===== config.mk =====
export PLATFORM = sky130hd
export DESIGN_NAME = ilc_ctrl_flat
export DESIGN_NICKNAME = d
export VERILOG_FILES = /design/src/rtl/ilc_ctrl_if.sv /design/src/rtl/ilc_ctrl.sv /design/src/flat_wrapper.sv
export SDC_FILE = /design/constraint.sdc
export NUM_CORES = 1
export LEC_CHECK = 0
export CAP_MARGIN = 20
export CORE_MARGIN = 1.5
export CORE_UTILIZATION = 50
export CTS_CLUSTER_DIAMETER = 30
export DETAILED_ROUTE_END_ITERATION = 8
export PLACE_DENSITY = 0.82
export SETUP_SLACK_MARGIN = 0.15
export SYNTH_ARGS = -nofsm -noshare
export SYNTH_HDL_FRONTEND = slang
export SYNTH_SLANG_ARGS = --single-unit

===== constraint.sdc =====
create_clock -name i_clk -period 3.25 [get_ports i_clk]
set_input_delay 0.975 -clock i_clk [delete_from_list [all_inputs] [get_ports i_clk]]
set_output_delay 0.975 -clock i_clk [all_outputs]
set_load 0.03 [all_outputs]

===== src/rtl/ilc_ctrl_if.sv =====
// Handshake bundle between the interruption requester, the CSR-SIM save/restore
// hooks and ilc_ctrl.
interface ilc_ctrl_if;
    logic ti_req;
    logic ti_load;
    logic pr_done;
    logic ti_gnt;
    logic save;
    logic restore;

    modport master (
        output ti_req,
        output ti_load,
        output pr_done,
        input  ti_gnt,
        input  save,
        input  restore
    );

    modport slave (
        input  ti_req,
        input  ti_load,
        input  pr_done,
        output ti_gnt,
        output save,
        output restore
    );
endinterface


===== src/rtl/ilc_ctrl.sv =====
// Task-interruption controller: freezes top_main via clk_en, then runs a
// save/restore handshake with the CSR-SIM hooks before resuming execution.
module ilc_ctrl #(
    parameter int SETTLE_CYCLES  = 2,
    parameter int TIMEOUT_CYCLES = 1024,
    parameter int CNT_W          = 32
) (
    input  logic             i_clk,
    input  logic             i_rst,
    ilc_ctrl_if.slave        ti,
    input  logic [CNT_W-1:0] breakpoint,
    input  logic             ap_start,
    input  logic             ap_done,
    output logic             clk_en,
    output logic [CNT_W-1:0] cyc_cnt,
    output logic             bp_hit,
    output logic             timeout_err
);

    localparam int SW = (SETTLE_CYCLES > 1) ? $clog2(SETTLE_CYCLES) : 1;
    localparam int TW = (TIMEOUT_CYCLES > 1) ? $clog2(TIMEOUT_CYCLES) : 1;
    localparam logic [SW-1:0] SETTLE_LAST = SW'(SETTLE_CYCLES - 1);
    localparam logic [TW-1:0] TMO_LAST    = TW'(TIMEOUT_CYCLES - 1);

    typedef enum logic [1:0] {
        ST_RUN,
        ST_HALT,
        ST_OP,
        ST_RESUME
    } state_t;

    state_t           state_q, state_d;
    logic             op_restore_q, op_restore_d;
    logic             src_bp_q, src_bp_d;
    logic [SW-1:0]    settle_cnt_q, settle_cnt_d;
    logic [TW-1:0]    timer_q, timer_d;
    logic [CNT_W-1:0] cyc_cnt_q, cyc_cnt_d;
    logic             bp_hit_q, bp_hit_d;
    logic             timeout_err_q, timeout_err_d;
    logic             bp_armed_q, bp_armed_d;
    logic [CNT_W-1:0] bp_prev_q, bp_prev_d;
    logic             req_low_q, req_low_d;
    logic             clk_en_q, clk_en_d;
    logic             ti_gnt_q, ti_gnt_d;
    logic             save_q, save_d;
    logic             restore_q, restore_d;

    logic ext_go;
    logic bp_go;

    // A held request only starts a sequence once it has been observed low.
    assign ext_go = ti.ti_req && req_low_q;
    assign bp_go  = bp_armed_q && (breakpoint != '1) && (cyc_cnt_q == breakpoint);

    always_comb begin
        state_d       = state_q;
        op_restore_d  = op_restore_q;
        src_bp_d      = src_bp_q;
        settle_cnt_d  = settle_cnt_q;
        timer_d       = timer_q;
        cyc_cnt_d     = cyc_cnt_q;
        bp_hit_d      = bp_hit_q;
        timeout_err_d = timeout_err_q;
        bp_armed_d    = bp_armed_q;
        bp_prev_d     = breakpoint;
        req_low_d     = req_low_q;

        if (!ti.ti_req) begin
            req_low_d = 1'b1;
        end

        case (state_q)
            ST_RUN: begin
                if (ext_go) begin
                    op_restore_d = ti.ti_load;
                    src_bp_d     = 1'b0;
                    req_low_d    = 1'b0;
                    settle_cnt_d = '0;
                    state_d      = ST_HALT;
                end else if (bp_go) begin
                    op_restore_d = 1'b0;
                    src_bp_d     = 1'b1;
                    bp_hit_d     = 1'b1;
                    bp_armed_d   = 1'b0;
                    settle_cnt_d = '0;
                    state_d      = ST_HALT;
                end
            end
            ST_HALT: begin
                if (!src_bp_q && !ti.ti_req) begin
                    state_d = ST_RUN;
                end else if (settle_cnt_q == SETTLE_LAST) begin
                    timer_d = '0;
                    state_d = ST_OP;
                end else begin
                    settle_cnt_d = settle_cnt_q + 1'b1;
                end
            end
            ST_OP: begin
                if (ti.pr_done) begin
                    state_d = ST_RESUME;
                end else if (timer_q == TMO_LAST) begin
                    timeout_err_d = 1'b1;
                    state_d       = ST_RESUME;
                end else begin
                    timer_d = timer_q + 1'b1;
                end
            end
            ST_RESUME: begin
                if (src_bp_q || !ti.ti_req) begin
                    state_d = ST_RUN;
                end
            end
            default: state_d = ST_RUN;
        endcase

        if (breakpoint != bp_prev_q) begin
            bp_armed_d = 1'b1;
        end

        // The edge that decides to freeze is not counted, so cyc_cnt holds the
        // value that caused the halt and a deferred breakpoint still matches.
        if (clk_en_q && ap_start && !ap_done && (state_d == ST_RUN) &&
            (cyc_cnt_q != '1)) begin
            cyc_cnt_d = cyc_cnt_q + 1'b1;
        end

        clk_en_d  = (state_d == ST_RUN);
        ti_gnt_d  = (state_d == ST_OP) || (state_d == ST_RESUME);
        save_d    = (state_d == ST_OP) && !op_restore_d;
        restore_d = (state_d == ST_OP) && op_restore_d;
    end

    always_ff @(posedge i_clk) begin
        if (i_rst) begin
            state_q       <= ST_RUN;
            op_restore_q  <= 1'b0;
            src_bp_q      <= 1'b0;
            settle_cnt_q  <= '0;
            timer_q       <= '0;
            cyc_cnt_q     <= '0;
            bp_hit_q      <= 1'b0;
            timeout_err_q <= 1'b0;
            bp_armed_q    <= 1'b1;
            bp_prev_q     <= breakpoint;
            req_low_q     <= 1'b1;
            clk_en_q      <= 1'b1;
            ti_gnt_q      <= 1'b0;
            save_q        <= 1'b0;
            restore_q     <= 1'b0;
        end else begin
            state_q       <= state_d;
            op_restore_q  <= op_restore_d;
            src_bp_q      <= src_bp_d;
            settle_cnt_q  <= settle_cnt_d;
            timer_q       <= timer_d;
            cyc_cnt_q     <= cyc_cnt_d;
            bp_hit_q      <= bp_hit_d;
            timeout_err_q <= timeout_err_d;
            bp_armed_q    <= bp_armed_d;
            bp_prev_q     <= bp_prev_d;
            req_low_q     <= req_low_d;
            clk_en_q      <= clk_en_d;
            ti_gnt_q      <= ti_gnt_d;
            save_q        <= save_d;
            restore_q     <= restore_d;
        end
    end

    assign clk_en      = clk_en_q;
    assign cyc_cnt     = cyc_cnt_q;
    assign bp_hit      = bp_hit_q;
    assign timeout_err = timeout_err_q;
    assign ti.ti_gnt   = ti_gnt_q;
    assign ti.save     = save_q;
    assign ti.restore  = restore_q;

endmodule


===== src/flat_wrapper.sv =====
// flat-port wrapper written by rule: the top's interface ports become plain ports
module ilc_ctrl_flat 
#(
    parameter int SETTLE_CYCLES  = 2,
    parameter int TIMEOUT_CYCLES = 1024,
    parameter int CNT_W          = 32
)
  (i_clk, i_rst, breakpoint, ap_start, ap_done, clk_en, cyc_cnt, bp_hit, timeout_err, ti_ti_req, ti_ti_load, ti_pr_done, ti_ti_gnt, ti_save, ti_restore);
  ilc_ctrl_if ti_i ();
  input  logic i_clk;
  input  logic i_rst;
  input  logic [CNT_W-1:0] breakpoint;
  input  logic ap_start;
  input  logic ap_done;
  output logic clk_en;
  output logic [CNT_W-1:0] cyc_cnt;
  output logic bp_hit;
  output logic timeout_err;
  input wire logic [$bits(ti_i.ti_req)-1:0] ti_ti_req;
  input wire logic [$bits(ti_i.ti_load)-1:0] ti_ti_load;
  input wire logic [$bits(ti_i.pr_done)-1:0] ti_pr_done;
  output wire logic [$bits(ti_i.ti_gnt)-1:0] ti_ti_gnt;
  output wire logic [$bits(ti_i.save)-1:0] ti_save;
  output wire logic [$bits(ti_i.restore)-1:0] ti_restore;
  assign ti_i.ti_req = ti_ti_req;
  assign ti_i.ti_load = ti_ti_load;
  assign ti_i.pr_done = ti_pr_done;
  assign ti_ti_gnt = ti_i.ti_gnt;
  assign ti_save = ti_i.save;
  assign ti_restore = ti_i.restore;
  ilc_ctrl #(.SETTLE_CYCLES(SETTLE_CYCLES), .TIMEOUT_CYCLES(TIMEOUT_CYCLES), .CNT_W(CNT_W)) u_core (.i_clk(i_clk), .i_rst(i_rst), .ti(ti_i), .breakpoint(breakpoint), .ap_start(ap_start), .ap_done(ap_done), .clk_en(clk_en), .cyc_cnt(cyc_cnt), .bp_hit(bp_hit), .timeout_err(timeout_err));
endmodule

==> results.md <==
Synth:
- In the post-synthesis netlist, the biggest area contributors are sky130_fd_sc_hd__dfxtp_1 39%, sky130_fd_sc_hd__xor2_1 13%, sky130_fd_sc_hd__nand4_1 4.1%.
- Summing the sequential cell areas from Yosys gives 39.4% of the chip area.
- Synthesis produced a netlist whose cell count is between 400 and 500.
- The synthesized netlist occupies a cell area of between 4000 and 5000 um2.
- The most common cell in the synthesized netlist is sky130_fd_sc_hd__dfxtp_1.
- The post-synthesis cell type with the largest combined area is sky130_fd_sc_hd__dfxtp_1.
- The commonest cells after synthesis are 87 x sky130_fd_sc_hd__dfxtp_1, 64 x sky130_fd_sc_hd__xor2_1, 45 x sky130_fd_sc_hd__nor2_1.
- The number of different library cells used by synthesis comes to between 50 and 60.
- The number of synthesized flops with an enable pin is 0.
- The Yosys warning count is 0.
- The most used flip-flop cell after synthesis is sky130_fd_sc_hd__dfxtp_1.
- The proportion of netlist area held by the largest area contributor is between 30 and 40%.
- The average instance in the mapped netlist occupies slightly above 9 um2.
- Counting flops with an async set or reset pin after synthesis yields a share of 0%.
- The number of nets produced by synthesis is between 500 and 600.
- The number of flip-flops and latches in the synthesized netlist is 87.

Finish:
- The final layout contains ~620 nets.
- The area added between synthesis and finish is 29.1%.
- The post-route netlist has between 10% and 20% of its cells at a drive strength greater than 1.
- The core utilization of the finished layout is between 60% and 70%.
- 0 antenna diodes ended up in the layout.

Timing:
- Setup slack closes at approximately 0.24 ns.
- The upper clock frequency limit is 333 MHz.
- Setup repair after global routing left no endpoint under its margin.
- At the pin with the least slew margin, the transition time is approximately 0.55 ns.
- The count of final setup violators is 0.
- Across the routed clock network, the largest skew measured is 0.00991 ns.
- Subtracting the final worst setup slack from the clock period gives ~3.0 ns.
- The worst slew margin relative to its limit is approximately 63%.
- The setup total negative slack is 0 ns.
- The number of hold violations in the final report was 0.
- Of the available clock period, the critical path in the final layout requires 92.5%.
- The max-slew violation count came to 0.

Floorplanning:
- The die is just under 100 um tall.
- Pin placement for this block handled 77 I/O pins.
- The width of the chip is between 90 and 100 um.
- The initialized floorplan defines 34 standard-cell rows.
- The floorplan step defined a core boundary enclosing 8640 um2.
- The initial standard-cell utilization of the core is between 50% and 60%.
- The die footprint is 9400 um2.

Min path:
- The number of instances on the worst hold path is 1.
- The destination of the worst hold path is u_core.bp_armed_q$_SDFFE_PP1P_.
- In this run the most critical hold path is launched from u_core.bp_armed_q$_SDFFE_PP1P_.
- The class of the tightest hold or removal check is register to register.

Routing:
- The final route contains 4,103 vias.
- In the final routed layout, each cell accounts on average for between 15 and 20 um.
- The routed wire length is roughly 12,000 um.
- The pre-antenna-repair detailed-routing pass consisted of 4 iterations.
- The starting DRC count in detailed routing is about 240.
- The routed via count divided by cell count is about 5.9.
- The number of design rule violations left after detail routing is 0.
- The detail route stage leaves a number of antenna-violating nets equal to 0.

Global route:
- In the global route stage, overall resource usage came out at 26.5%.
- The via count of the first global-routing pass is ~4,000.
- The initial antenna violation count came to 0.
- The remaining global-route overflow is 0.
- Entering global routing, the biggest net connects between 60 and 70 pins.
- The global-route wire length before repair is around 20,000 um.

CTS:
- The maximum root-to-sink buffer count is 2.
- The number of setup buffers added after CTS is 0.
- TritonCTS built the clock tree.
- The clock net in this run drives a total of 87 sinks.
- After clock tree synthesis, the clock-pin slew on the worst setup and hold paths is 0.08 ns.
- TritonCTS created 9 clock buffers.
- The number of levels the H-tree was split into is 3.
- The later pin in the worst-skew pair is clocked with a latency of roughly 0.37 ns.
- The root buffer selected by CTS is sky130_fd_sc_hd__clkbuf_8.

Critical path:
- The cell count of the worst reg-to-reg path is 8.
- STA puts the critical path data required time at around 3.5 ns.
- STA classifies the critical path endpoint as a register.
- The kind of critical path is input pin to register.
- Data arrives at the worst endpoint at 3.26 ns.
- Of all nets on the critical path, the largest fanout is 44.
- The nature of the critical path startpoint is an input pin.
- The slack of the worst reg-to-reg path is 0.57 ns.
- In this run the critical register-to-register path is captured at u_core.cyc_cnt[16]$_SDFFE_PP0P_.
- The reg-to-reg startpoint is u_core.cyc_cnt[0]$_SDFFE_PP0P_.

Placement:
- Routability-driven placement finished with a final weighted congestion of 0.909.
- The sum of net half-perimeters after detailed placement is about 9000 um.
- Input and output buffers added on the ports amount to 76.
- The worst-case setup slack after placement is -0.156 ns.

Outcome:
- The flow ran to the end, and the final reports show no timing, DRC or antenna violations.

Power and ir drop:
- The total power density per cell area is 372 nW/um2.
- Summed over all cells, the static leakage comes to between 2 and 2.5 nW.
- The worst-case IR drop observed on VDD is 0.194 mV.

Flow run:
- The number of maximum-capacitance constraint violations is 0.
[sequential cells by signal (all words and copies together), names as in the netlist, 2 cells and up]
signal and cells:
u_core.cyc_cnt 32, u_core.timer_q 10, u_core.state_q 2, u_core.bp_prev_q 32
[stage by stage]
step | instance area, um2 | power [mW] | hold slack (ns) | std cells
final | 5700 | 2.12 | 0.459 | 693
after global routing | 5700 | 2.20 | 0.492 | 693
after CTS | 5670 | 2.12 | 0.462 | 692
after detailed placement | 5470 | 1.38 | 0.444 | 676
after global placement | 5470 | 1.37 | 0.435 | 676
after floorplan | 4420 | 1.25 | 0.409 | 477
[cells by family (layout without fill, tap and decap cells)]
| group | count (synthesis) | after routing | synth area share (%) |
|---|---|---|---|
| DFF | 87 | 87 | 39.4 |
| and+or+nand+nor | 227 | 227 | 30.0 |
| xor gates and xnor gates | 70 | 70 | 13.9 |
| buffers and inverters | 25 | 133 | 3.17 |
| muxes | 18 | 18 | 5.24 |
| adders and majority gates | 2 | 2 | 0.567 |
| AOI/OAI and AO/OA | 48 | 48 | 7.68 |
[worst max-delay path by stage]
stage | start | endpoint | slack (ns) | depth (start not counted)
floorplan | breakpoint[18] | u_core.settle_cnt_q$_SDFFE_PP0P_ | 0.54 | 8
global placement | breakpoint[7] | u_core.op_restore_q$_SDFF_PP0_ | -0.12 | 9
detailed placement | breakpoint[14] | u_core.op_restore_q$_SDFF_PP0_ | -0.16 | 9
CTS | breakpoint[14] | u_core.op_restore_q$_SDFF_PP0_ | 0.22 | 9
global route | breakpoint[14] | u_core.cyc_cnt[22]$_SDFFE_PP0P_ | 0.11 | 8
finish | breakpoint[14] | u_core.cyc_cnt[31]$_SDFFE_PP0P_ | 0.24 | 9
[cell usage in the layout (no fill, tap or decap), types with 3 or more instances in the layout]
master,synthesis,final
sky130_fd_sc_hd__a21oi_1,21,21
sky130_fd_sc_hd__or3_1,3,3
sky130_fd_sc_hd__buf_4,2,33
sky130_fd_sc_hd__nand4_1,29,29
sky130_fd_sc_hd__and4_1,4,4
sky130_fd_sc_hd__nor2b_1,17,17
sky130_fd_sc_hd__and2_1,9,9
sky130_fd_sc_hd__xor2_1,64,64
sky130_fd_sc_hd__nor3b_1,4,4
sky130_fd_sc_hd__dfxtp_1,87,87
sky130_fd_sc_hd__clkdlybuf4s50_1,0,75
sky130_fd_sc_hd__nor4_2,1,3
sky130_fd_sc_hd__o31ai_1,16,16
sky130_fd_sc_hd__clkinv_2,0,3
sky130_fd_sc_hd__xnor2_1,6,6
sky130_fd_sc_hd__nand2_1,22,22
sky130_fd_sc_hd__clkbuf_8,0,9
sky130_fd_sc_hd__nor4_1,20,18
sky130_fd_sc_hd__nand3_1,20,20
sky130_fd_sc_hd__nor3_1,14,14
sky130_fd_sc_hd__nor2_1,45,45
sky130_fd_sc_hd__buf_12,0,3
sky130_fd_sc_hd__nand2b_1,3,3
sky130_fd_sc_hd__mux2_1,7,7
sky130_fd_sc_hd__nor3_2,5,5
sky130_fd_sc_hd__or4_1,16,16
sky130_fd_sc_hd__inv_1,5,5
sky130_fd_sc_hd__mux2_4,8,8
[per-layer routing]
metal  global-route usage (%)  vias up  routed length [um]
li1                         -     1935                   -
met3                     5.64       23                 772
met1                     35.0     1976                5290
met2                     41.5      169                5830
met5                        0        -                   0
met4                     11.9        0                 320
[final cells by class]
| class | instances | area (um2) |
|---|---|---|
| fill | 699 | 2940 |
| multi-input combinational | 365 | 2550 |
| sequential | 87 | 1740 |
| timing repair buffer | 112 | 1060 |
| tap | 108 | 135 |
| clock buffer | 9 | 124 |
| clock inverter | 7 | 71.3 |
| inverter | 5 | 18.8 |
[worst max-delay path, cell delays in order]
cell and delay [ns]:
sky130_fd_sc_hd__clkdlybuf4s50_1 0.56, sky130_fd_sc_hd__buf_4 0.16, sky130_fd_sc_hd__nand4_1 0.13, sky130_fd_sc_hd__nor4_2 0.29
sky130_fd_sc_hd__buf_4 0.17, sky130_fd_sc_hd__a2111oi_4 0.07, sky130_fd_sc_hd__buf_12 0.18, sky130_fd_sc_hd__nor4_1 0.33
sky130_fd_sc_hd__mux2_2 0.37
[timing repair]
action / in CTS / in global routing
gates resized for setup: 0 / 2
setup endpoints to repair: 0 / 18
endpoints found under the hold margin: 0 / 0
hold buffers: 0 / 0
[power by group]
| group | internal [mW] | switching (mW) |
|---|---|---|
| logic | 0.120 | 0.128 |
| clock network | 0.358 | 0.402 |
| registers | 1.09 | 0.0180 |
No activity file was read; power rests on OpenSTA's default activity.
